### src/rtl/bus_cmd_pkg.sv
// bus_cmd_pkg: shared command payload, queue FSM states and transfer mode encodings.
package bus_cmd_pkg;
   typedef struct packed {
      logic [15:0] addr;
      logic [7:0]  wdata;
      logic        mode;
   } cmd_t;
   typedef enum logic [1:0] {IDLE, LAUNCH, WAIT_DONE, RESP} mcq_state_e;
   localparam logic MODE_WRITE = 1'b1;
   localparam logic MODE_READ  = 1'b0;
endpackage

### src/rtl/cmd_fifo.sv
// cmd_fifo: DEPTH-entry command FIFO (DEPTH power of two).
// Ports: clk, rst (async high); i_push/i_data write side, i_pop/o_data read side
// (o_data is the current head); o_full, o_empty, o_count occupancy.
module cmd_fifo
   import bus_cmd_pkg::*;
#(
   parameter int DEPTH = 4
) (
   input  logic                   clk,
   input  logic                   rst,
   input  logic                   i_push,
   input  cmd_t                   i_data,
   input  logic                   i_pop,
   output cmd_t                   o_data,
   output logic                   o_full,
   output logic                   o_empty,
   output logic [$clog2(DEPTH):0] o_count
);
   localparam int AW = $clog2(DEPTH);
   cmd_t          r_mem [DEPTH];
   logic [AW-1:0] r_wptr;
   logic [AW-1:0] r_rptr;
   logic [AW:0]   r_count;
   logic          w_push;
   logic          w_pop;
   assign o_full  = r_count == (AW+1)'(DEPTH);
   assign o_empty = r_count == '0;
   assign o_data  = r_mem[r_rptr];
   assign o_count = r_count;
   assign w_push  = i_push && !o_full;
   assign w_pop   = i_pop && !o_empty;
   always_ff @(posedge clk) begin
      if (w_push) r_mem[r_wptr] <= i_data;
   end
   // pointers wrap naturally because DEPTH is a power of two
   always_ff @(posedge clk or posedge rst) begin
      if (rst) begin
         r_wptr  <= '0;
         r_rptr  <= '0;
         r_count <= '0;
      end else begin
         if (w_push) r_wptr <= r_wptr + 1'b1;
         if (w_pop) r_rptr <= r_rptr + 1'b1;
         r_count <= r_count + (AW+1)'(w_push) - (AW+1)'(w_pop);
      end
   end
endmodule

### src/rtl/master_cmd_queue.sv
// master_cmd_queue: queues read/write commands and feeds them one at a time to a bus master.
// Ports: cmd_* command stream in (cmd_ready = !full); rsp_* in-order response stream out;
// U_* / state_show master user port; busy = FSM not idle; fifo_count = occupancy.
// Optional MCQ_TIMEOUT_EN: watchdog of TIMEOUT_CYCLES forces an error response (rsp_err).
module master_cmd_queue
   import bus_cmd_pkg::*;
#(
   parameter int         DEPTH          = 4,
   parameter logic [2:0] IDLE_STATE     = 3'd0,
   parameter int         TIMEOUT_CYCLES = 64
) (
   input  logic                   clk,
   input  logic                   rst,
   input  logic                   cmd_valid,
   output logic                   cmd_ready,
   input  logic [15:0]            cmd_addr,
   input  logic [7:0]             cmd_wdata,
   input  logic                   cmd_mode,
   output logic                   rsp_valid,
   input  logic                   rsp_ready,
   output logic [7:0]             rsp_rdata,
   output logic                   rsp_err,
   output logic                   U_start,
   output logic [15:0]            U_addr,
   output logic [7:0]             U_wdata,
   output logic                   U_mode,
   input  logic [7:0]             U_rdata,
   input  logic [2:0]             state_show,
   output logic                   busy,
   output logic [$clog2(DEPTH):0] fifo_count
);
   mcq_state_e r_state;
   cmd_t       w_head;
   logic       w_full;
   logic       w_empty;
   logic       w_pop;
   assign w_pop     = (r_state == IDLE) && !w_empty;
   assign cmd_ready = !w_full;
   assign busy      = r_state != IDLE;
   cmd_fifo #(.DEPTH(DEPTH)) u_fifo (
      .clk    (clk),
      .rst    (rst),
      .i_push (cmd_valid),
      .i_data ('{addr: cmd_addr, wdata: cmd_wdata, mode: cmd_mode}),
      .i_pop  (w_pop),
      .o_data (w_head),
      .o_full (w_full),
      .o_empty(w_empty),
      .o_count(fifo_count)
   );
`ifdef MCQ_TIMEOUT_EN
   localparam int TW = $clog2(TIMEOUT_CYCLES) + 1;
   logic [TW-1:0] r_tmr;
   logic          r_err;
   assign rsp_err = r_err;
`else
   assign rsp_err = 1'b0;
`endif
   always_ff @(posedge clk or posedge rst) begin
      if (rst) begin
         r_state   <= IDLE;
         U_start   <= 1'b0;
         U_addr    <= '0;
         U_wdata   <= '0;
         U_mode    <= 1'b0;
         rsp_valid <= 1'b0;
         rsp_rdata <= '0;
`ifdef MCQ_TIMEOUT_EN
         r_tmr     <= '0;
         r_err     <= 1'b0;
`endif
      end else begin
         case (r_state)
            IDLE: if (!w_empty) begin
               U_addr  <= w_head.addr;
               U_wdata <= w_head.wdata;
               U_mode  <= w_head.mode;
               U_start <= 1'b1;
               r_state <= LAUNCH;
`ifdef MCQ_TIMEOUT_EN
               r_tmr   <= '0;
`endif
            end
            LAUNCH: if (state_show != IDLE_STATE) begin
               U_start <= 1'b0;
               r_state <= WAIT_DONE;
            end
            WAIT_DONE: if (state_show == IDLE_STATE) begin
               rsp_rdata <= (U_mode == MODE_READ) ? U_rdata : 8'h00;
               rsp_valid <= 1'b1;
               r_state   <= RESP;
            end
            RESP: if (rsp_ready) begin
               rsp_valid <= 1'b0;
               r_state   <= IDLE;
`ifdef MCQ_TIMEOUT_EN
               r_err     <= 1'b0;
`endif
            end
            default: r_state <= IDLE;
         endcase
`ifdef MCQ_TIMEOUT_EN
         // assigned after the case so the watchdog overrides any normal transition
         if (r_state == LAUNCH || r_state == WAIT_DONE) begin
            r_tmr <= r_tmr + 1'b1;
            if (r_tmr == TW'(TIMEOUT_CYCLES - 1)) begin
               U_start   <= 1'b0;
               rsp_rdata <= 8'h00;
               r_err     <= 1'b1;
               rsp_valid <= 1'b1;
               r_state   <= RESP;
            end
         end
`endif
      end
   end
endmodule

### config.mk
export PLATFORM = sky130hd
export DESIGN_NAME = master_cmd_queue
export DESIGN_NICKNAME = d
export VERILOG_FILES = /design/src/rtl/bus_cmd_pkg.sv /design/src/rtl/cmd_fifo.sv /design/src/rtl/master_cmd_queue.sv
export SDC_FILE = /design/constraint.sdc
export NUM_CORES = 1
export LEC_CHECK = 0
export CORE_ASPECT_RATIO = 1.25
export CORE_UTILIZATION = 58
export CTS_CLUSTER_SIZE = 10
export DETAILED_ROUTE_END_ITERATION = 8
export PLACE_DENSITY_LB_ADDON = 0.1
export SLEW_MARGIN = 30
export SYNTH_ARGS = -nofsm -noshare
export SYNTH_HDL_FRONTEND = slang
export SYNTH_SLANG_ARGS = --single-unit
### constraint.sdc
create_clock -name clk -period 5.4 [get_ports clk]
set_input_delay 1.08 -clock clk [delete_from_list [all_inputs] [get_ports clk]]
set_output_delay 1.08 -clock clk [all_outputs]
set_load 0.02 [all_outputs]
## Word-level counts from Yosys, hierarchy flattened

Memories as Yosys holds them, arrays and structs flattened. A register that Yosys moved wholly into a read port is not among the register bits.
Cells that the tools add are included.

| operators by class | value |
|---|---|
| add/subtract/negate cells | 4 |
| eq/ne operators | 8 |
| multiplexer cells | 14 |
| bitwise logic cells | 1 |
| reductions and logical operators | 17 |

Operator list:

| kind | number |
|---|---|
| 2-to-1 mux 2 bit | 4 |
| 2-to-1 mux 8 bit | 1 |
| inequality test 2 bit, second input constant | 4 |
| case mux 2 bit (4 select lines) | 1 |
| logical NOT 3 bit | 2 |
| 2-to-1 mux 1 bit | 6 |
| AND reduction 3 bit | 2 |
| nonzero test 2 bit | 3 |
| adder 2 x 1 -> 2 bit, second input constant | 2 |
| equality test 2 bit, second input constant | 2 |
| case mux 1 bit (2 select lines) | 2 |
| AND reduction 2 bit | 2 |
| AND reduction 4 bit | 1 |
| adder 3 x 1 -> 3 bit | 1 |
| equality test 3 bit, second input constant | 1 |
| logical AND 1 bit | 3 |
| nonzero test 3 bit | 1 |
| subtractor 3 x 1 -> 3 bit | 1 |
| equality test 2 x 1 -> 1 bit, second input constant | 1 |
| logical NOT 1 bit | 2 |
| logical NOT 2 bit | 1 |
| NOT 1 bit | 1 |

| word-level totals | value |
|---|---|
| bits in registers | 19 |
| memory bits (writable) | 100 |
| bits of input ports | 40 |
| output and inout bits | 41 |
| word-level logic and storage cells | 52 |
| memories kept | 1 |

Memory list:

| memory | depth | width | rd ports | clocked after Yosys merged registers in | wr ports | line | source |
|---|---|---|---|---|---|---|---|
| u_fifo.r_mem | 4 | 25 | 1 | 1 | 1 | cmd_fifo.sv:20 | `cmd_t r_mem [DEPTH];` |

## Logic depth before layout (Yosys ltp)

Gate-level depths: netlist (run 1).

| depth | value |
|---|---|
| depth in word-level cells | 5 |
| depth in mapped cells | 10 |
| mapped depth without buffers | 8 |

## Hierarchy

From an unflattened synthesis (run 1), not the netlist that was laid out.

| second synthesis, totals | value |
|---|---|
| cells, all modules | 293 |
| area total of the unflattened synthesis | 5704.2 µm² |

Modules (own cells, without submodules):

| module | instances | cells each | area an instance (µm²) | sequential area each (µm²) |
|---|---|---|---|---|
| cmd_fifo | 1 | 173 | 4131.5 | 3178.0 |
| master_cmd_queue | 1 | 120 | 1572.8 | 925.9 |

## Least setup slack after synthesis (run 1)

OpenSTA, ideal clock, no wires.

| timing | value |
|---|---|
| path kind | input -> register |
| start point | in cmd_valid |
| end point | mem u_fifo.r_mem[0][0] (netlist name) (enable) |
| library setup time | 0.384 ns |
| data arrival time | 2.135 ns |
| data required time | 5.016 ns |
| path slack | 2.881 ns |
| stages on the path | 2 |
| path buffers | 0 |
| cells stage by stage | a21boi_1 -> and2_1 |

| on the way | value |
|---|---|
| longest elaborated chain between the ends | 3 |

RTL lines:

| element | line | source |
|---|---|---|
| start, declared | master_cmd_queue.sv:14 | `input logic cmd_valid,` |
| logical AND 1 bit | cmd_fifo.sv:30 | `assign w_push = i_push && !o_full;` |
| 2-to-1 mux 1 bit | cmd_fifo.sv:33 | `if (w_push) r_mem[r_wptr] <= i_data;` |
| 2-to-1 mux 1 bit (not written as such) | cmd_fifo.sv:33 |  |
| end, declared | cmd_fifo.sv:20 |  |

Every way passes these cells.

## Final worst setup path (run 1)

| timing | value |
|---|---|
| start point | in cmd_valid |
| end point | mem u_fifo.r_mem[3][18] (netlist name) (enable) |

| on the way | value |
|---|---|
| longest elaborated chain between the ends | 3 |

RTL lines:

| element | line | source |
|---|---|---|
| logical AND 1 bit | cmd_fifo.sv:30 |  |
| named net u_fifo.w_push | cmd_fifo.sv:24 | `logic w_push;` |
| 2-to-1 mux 1 bit | cmd_fifo.sv:33 |  |
| 2-to-1 mux 1 bit (not written as such) | cmd_fifo.sv:33 |  |

The timed path passes the listed nets, and every way through them passes these cells.

==> flow_summary.json, run 1 <==
{
  "status": "finished clean",
  "routed.top_layer": "met4",
  "relSlewSlack_pct": 45.83,
  "synth_enable_flop_cells": 100,
  "area_growth_pct": 26.89,
  "finClkSkew_ns": 0.009900,
  "dr_wl_met2_um": 5148,
  "clk_pin_slew_ns": 0.06,
  "slew_violations": 0,
  "synth_nets": 341,
  "ys_types": 35,
  "hold_violations": 0,
  "vdd.ir_drop.worst_uv": 507.1,
  "num_rows": 39,
  "hold_class": "flip-flop to flip-flop",
  "gp_congestion": 0.7790,
  "cts_resized": 0,
  "worstPathRequired_ns": 5.51,
  "cts-root-buf": "clkbuf_16",
  "multiInputGateArea_mm2": 0.001381,
  "ant_nets": 0,
  "final_cells": 513,
  "h-tree-depth": 4,
  "grt_max_degree": 45,
  "netlist_area_mm2": 0.005602,
  "ys_seq_area_share_pct": 73.26,
  "final.fill_count": 527,
  "m1WireLength_um": 4017,
  "wl_per_cell_um": 18.81,
  "worstSkewPairLatency_ns": 0.41,
  "hold_path_end": "rsp_rdata[7]$_DFFE_PP0P_",
  "worst_r2r_endpoint": "u_fifo.o_count[1]$_DFF_PP0_",
  "wl_um": 9651,
  "ys.flop_type": "edfxtp_1",
  "wl_met3_um": 363,
  "ys_warn_count": 0,
  "synth_area_per_cell_um2": 19.38,
  "grt_overflow": 0,
  "cp-end-kind": "flip-flop",
  "whs_path_depth": 2,
  "cts_made_buffers": 17,
  "hp-start": "rsp_rdata[7]$_DFFE_PP0P_",
  "final.setup.tns_ns": 0,
  "cts_sinks": 144,
  "pin_count": 81,
  "layout.nets": 429,
  "antenna-diode-count": 0,
  "vias_per_cell": 5.495,
  "startpoint_type": "input pin",
  "regArea_mm2": 0.004109,
  "final_cell_mix": "100 x edfxtp_1, 79 x clkdlybuf4s50_1, 42 x dfrtp_1, 26 x mux2_2, 25 x mux4_2",
  "fin_crit_ns": 3.067,
  "drt_iter0_markers": 155,
  "power_leakage_nw": 2.591,
  "synth_seq_cells": 144,
  "drc": 0,
  "reg2regPathDepth": 7,
  "slowest_delay_ns": 0.73,
  "slowest_stage": "and2_1",
  "dp_cells": 481,
  "drive_above_1_share_pct": 23.85,
  "crit_fanout": 15,
  "clockBufferDepth": 2,
  "die_area_mm2": 0.01006,
  "cts-hold-fix-buffers": 0,
  "arrival_ns": 3.17,
  "final_common_cell": "edfxtp_1",
  "timing.fmax_ghz": 0.3261,
  "tritoncts": "yes",
  "hold_slack_ns": 0.4832,
  "max-cap-violations": 0,
  "die_height_um": 111.9,
  "core_mm2": 0.009271,
  "dpl.hpwl_um": 5908,
  "die_w_um": 89.90,
  "r2r_setup_slack_ns": 2.81,
  "rsz0062_at_grt": "no",
  "synthArstFlopShare_pct": 30.56,
  "initial_core_util_pct": 60.42,
  "track_usage_pct": 21.61,
  "setup_viol": 0,
  "post_cts.repair.setup_buffers": 0,
  "firstDrtPassIters": 4,
  "num_vias": 2819,
  "p_per_area_mw_per_mm2": 601.2,
  "grt_pass1_wl_um": 15700,
  "period_share_pct": 56.80,
  "antenna_found_initial": 0,
  "portBuffers": 79,
  "cp_cell_sequence": "clkdlybuf4s50_1, a21boi_1, and2_1, buf_4",
  "worstReg2RegStart": "r_state[0]$_DFFE_PP0P_",
  "crit_type": "input pin to flip-flop",
  "grt_pass1_vias": 2994,
  "synthCells": 289,
  "worst_pin_slew_ns": 0.8115
}
-- layout make-up --
cell class / count / share of cell area (%)
sequential: 144 / 57.81
multi-input combinational: 121 / 19.43
timing repair buffer: 83 / 11.55
clock buffer: 19 / 6.231
clock inverter: 13 / 2.271
tap: 123 / 2.165
inverter: 10 / 0.5457
-- worst max-delay path, delay by kind of cell --
kind | cells | cell delay [ns]
buffers and inverters | 2 | 0.79
and+or+nand+nor | 1 | 0.73
AOI/OAI and AO/OA | 1 | 0.56
-- through the flow --
stage / utilization (%) / worst slack, ns / instance area (um2) / power [mW]
2_1_floorplan: - / 2.881 / 5602 / 2.623
3_3_place_gp: 70.09 / 2.017 / 6499 / 3.078
3_5_place_dp: 70.11 / 1.957 / 6500 / 3.131
4_1_cts: 76.63 / 2.298 / 7104 / 4.329
5_1_grt: 76.67 / 2.196 / 7108 / 4.494
6_report: 76.67 / 2.333 / 7108 / 4.274
-- worst max-delay path by stage --
stage | from | end | slack (ns) | cells after the start
after floorplan | cmd_valid | u_fifo.r_mem[0][0]$_DFFE_PP_ | 2.88 | 2
after global placement | cmd_valid | u_fifo.r_mem[2][15]$_DFFE_PP_ | 2.02 | 4
after detailed placement | cmd_valid | u_fifo.r_mem[3][15]$_DFFE_PP_ | 1.96 | 4
after CTS | cmd_valid | u_fifo.r_mem[3][14]$_DFFE_PP_ | 2.30 | 4
after global routing | cmd_valid | u_fifo.r_mem[2][17]$_DFFE_PP_ | 2.20 | 4
final | cmd_valid | u_fifo.r_mem[3][18]$_DFFE_PP_ | 2.33 | 4
-- cells by family (layout without fill, tap and decap cells) --
| kind of cell | Yosys count | after routing | synth area share (%) |
|---|---|---|---|
| flip-flops | 144 | 144 | 73.26 |
| multiplexers | 52 | 52 | 15.48 |
| AND/OR/NAND/NOR | 34 | 34 | 3.440 |
| buffers and inverters | 24 | 125 | 2.100 |
| AO/OA/AOI/OAI | 17 | 17 | 2.055 |
| adder cells (fa/ha/maj) | 12 | 12 | 2.814 |
| XOR/XNOR | 5 | 5 | 0.7819 |
| other | 1 | 1 | 0.06694 |
-- cells in the mapped netlist (all sizes together) (2+ instances only) --
library cell | number | area share [%]
mux2 | 27 | 5.4
mux4 | 25 | 10
xnor2 | 3 | 0.47
nor2 | 2 | 0.13
clkbuf | 3 | 0.20
buf | 11 | 1.2
nand2 | 12 | 0.80
or3 | 2 | 0.31
a22o | 2 | 0.31
inv | 10 | 0.67
nor4b | 2 | 0.31
edfxtp | 100 | 54
and2 | 4 | 0.45
ha | 11 | 2.5
nand2b | 8 | 0.89
o21ai | 9 | 0.80
dfrtp | 44 | 20
xor2 | 2 | 0.31
-- report_power, final --
| group | internal [mW] | switching, mW | total (mW) |
|---|---|---|---|
| Clock | 0.739 | 0.429 | 1.17 |
| Combinational | 0.737 | 0.598 | 1.34 |
| Sequential | 1.53 | 0.244 | 1.77 |
| Total | 3.00 | 1.27 | 4.27 |
-- state kept, by name (all words and copies together) (netlist names) --
name,cells
U_start,1
u_fifo.r_rptr,2
U_mode,1
rsp_rdata,8
u_fifo.o_count,3
U_addr,16
u_fifo.r_wptr,2
u_fifo.r_mem,100
rsp_valid,1
U_wdata,8
r_state,2
-- per-layer routing --
metal | vias to the layer above | track usage (%)
met1 | 1447 | 26.64
met3 | 9 | 6.557
li1 | 1286 | -
met5 | - | 0
met4 | 0 | 8.495
met2 | 77 | 36.21
(Power assumes the default switching activity.)
==> run 2: changes to the inputs <==
--- a/config.mk
+++ b/config.mk
@@ -6,7 +6,7 @@
 export NUM_CORES = 1
 export LEC_CHECK = 0
 export CORE_ASPECT_RATIO = 1.25
-export CORE_UTILIZATION = 58
+export CORE_UTILIZATION = 54
 export CTS_CLUSTER_SIZE = 10
 export DETAILED_ROUTE_END_ITERATION = 8
 export PLACE_DENSITY_LB_ADDON = 0.1
==> constraint.sdc (replaced) <==
create_clock -name clk -period 2.85 [get_ports clk]
set_input_delay 0.57 -clock clk [delete_from_list [all_inputs] [get_ports clk]]
set_output_delay 0.57 -clock clk [all_outputs]
set_load 0.02 [all_outputs]
==> run 2 against run 1 <==
  * Sequential share of layout area decreased by 0.72 points
  * Die area grew 7.3%
  * Hold slack worse by 0.00094 ns
  * Total power rose by 90%
  * Global-route usage is 2.5 points lower
  * Largest power group unchanged
  * Wire length fell by 2.5%
  * Highest routed layer unchanged
  * Setup slack worse by 1.8 ns
  * Sequential power rose by 78%
  * Clock power increased by 91%
  * Combinational power grew 110%
  * Design area is 1.2% higher
  * Via count rose by 0.99%
==> flow_summary.json, run 2 (same netlist as run 1, synthesis figures left out) <==
{
  "drt_iter0_markers": 159,
  "setup_viol": 0,
  "post_cts.repair.setup_buffers": 0,
  "drive_above_1_share_pct": 25.56,
  "startpoint_type": "flip-flop",
  "layout.nets": 438,
  "area_growth_pct": 28.37,
  "status": "finished clean",
  "grt_pass1_vias": 2929,
  "slowest_delay_ns": 0.59,
  "cpMostUsedCell": "inv_1",
  "dpl.hpwl_um": 5773,
  "cp-end-kind": "primary output",
  "r2r_setup_slack_ns": 0.83,
  "arrival_ns": 1.80,
  "crit_type": "flip-flop to primary output",
  "final_common_cell": "edfxtp_1",
  "clockBufferDepth": 2,
  "hold_path_end": "rsp_rdata[3]$_DFFE_PP0P_",
  "clk_pin_slew_ns": 0.06,
  "finClkSkew_ns": 0.01293,
  "worstPathRequired_ns": 2.28,
  "firstDrtPassIters": 4,
  "relSlewSlack_pct": 58.84,
  "power_leakage_nw": 2.638,
  "worst_r2r_endpoint": "u_fifo.o_count[2]$_DFF_PP0_",
  "dp_cells": 496,
  "final.setup.tns_ns": 0,
  "top_register": "u_fifo.r_mem",
  "antenna-diode-count": 0,
  "drc": 0,
  "fin_crit_ns": 2.366,
  "track_usage_pct": 19.15,
  "die_height_um": 115.9,
  "final_cell_mix": "100 x edfxtp_1, 79 x clkdlybuf4s50_1, 43 x dfrtp_1, 26 x mux2_2, 25 x mux4_2",
  "ant_nets": 0,
  "final.fill_count": 621,
  "largestRegisters": "u_fifo.r_mem (100), U_addr (16)",
  "cts-hold-fix-buffers": 0,
  "cts_sinks": 144,
  "gp_congestion": 0.6986,
  "largest_register_ffs": 100,
  "wl_per_cell_um": 17.82,
  "worstSkewPairLatency_ns": 0.41,
  "worstReg2RegStart": "r_state[0]$_DFFE_PP0P_",
  "grt_max_degree": 45,
  "num_vias": 2847,
  "cp_cell_sequence": "inv_1, ha_1, inv_1, clkdlybuf4s50_1",
  "tritoncts": "yes",
  "wl_um": 9408,
  "worst_pin_slew_ns": 0.6175,
  "whs_path_depth": 2,
  "pin_count": 81,
  "slew_violations": 0,
  "antenna_found_initial": 0,
  "crit_fanout": 4,
  "vias_per_cell": 5.392,
  "hold_slack_ns": 0.4823,
  "hp-start": "rsp_rdata[3]$_DFFE_PP0P_",
  "vdd.ir_drop.worst_uv": 694.7,
  "period_share_pct": 83.03,
  "reg2regPathDepth": 8,
  "timing.fmax_ghz": 0.4226,
  "portBuffers": 79,
  "hold_violations": 0,
  "rsz0062_at_grt": "no",
  "final_cells": 528,
  "cts-root-buf": "clkbuf_16",
  "core_mm2": 0.01011,
  "h-tree-depth": 4,
  "p_per_area_mw_per_mm2": 1131,
  "hold_class": "flip-flop to flip-flop",
  "die_w_um": 93.10,
  "cts_resized": 0,
  "cts_made_buffers": 17,
  "grt_overflow": 0,
  "grt_pass1_wl_um": 14790,
  "initial_core_util_pct": 55.43,
  "finalPower_mw": 8.131,
  "num_rows": 41,
  "max-cap-violations": 0,
  "slowest_stage": "clkdlybuf4s50_1",
  "die_area_mm2": 0.01079
}
-- run 2: cell count changes in the layout (fill, tap and decap cells not counted), moves of 2 or more --
cell and delta:
buf_4 +9, clkbuf_8 +2, clkinv_2 -3, clkinv_4 -2
clkinvlp_4 +2
-- run 2: power breakdown --
| group | internal (mW) | switching, mW | total, mW |
|---|---|---|---|
| registers | 2.89 | 0.269 | 3.15 |
| logic | 1.44 | 1.31 | 2.75 |
| clock network | 1.41 | 0.815 | 2.23 |
| total | 5.74 | 2.39 | 8.13 |
-- run 2: critical path: cells and delay by family, from the launching register on --
kind                       cells  cell delay (ns)
buffers and inverters          3             0.75
adders and majority gates      1             0.25
DFF                            1             0.40
-- run 2: cell type report --
cell class                 count  area, um2  share of cell area (%)
clock buffer                  21      491.7                   6.838
multi-input combinational    121       1381                   19.21
clock inverter                11      125.1                   1.740
timing repair buffer          92      888.4                   12.35
sequential                   144       4105                   57.09
inverter                      10      37.54                  0.5220
tap                          129      161.4                   2.245
-- run 2: metrics by stage --
stage | worst slack [ns] | instance area [um2] | utilization, %
2_1_floorplan | 0.5205 | 5602 | -
3_3_place_gp | 0.5190 | 6574 | 65.05
3_5_place_dp | 0.4710 | 6574 | 65.05
4_1_cts | 0.4587 | 7191 | 71.15
5_1_grt | 0.4130 | 7191 | 71.15
6_report | 0.4836 | 7191 | 71.15
-- run 2: per-layer routing --
| layer | track usage [%] | part of all wire [%] |
|---|---|---|
| met5 | 0 | 0 |
| met4 | 9.128 | 1.6 |
| met3 | 4.396 | 4.7 |
| met2 | 33.33 | 52 |
| met1 | 22.63 | 42 |
-- run 2: how the worst max path moves through the flow --
stage / from / to
after floorplan: u_fifo.o_count[2]$_DFF_PP0_ / u_fifo.o_count[2]$_DFF_PP0_
after global placement: state_show[1] / r_state[1]$_DFFE_PP0P_
after detailed placement: state_show[1] / r_state[1]$_DFFE_PP0P_
after CTS: r_state[0]$_DFFE_PP0P_ / busy
after global routing: r_state[0]$_DFFE_PP0P_ / busy
final: r_state[0]$_DFFE_PP0P_ / busy
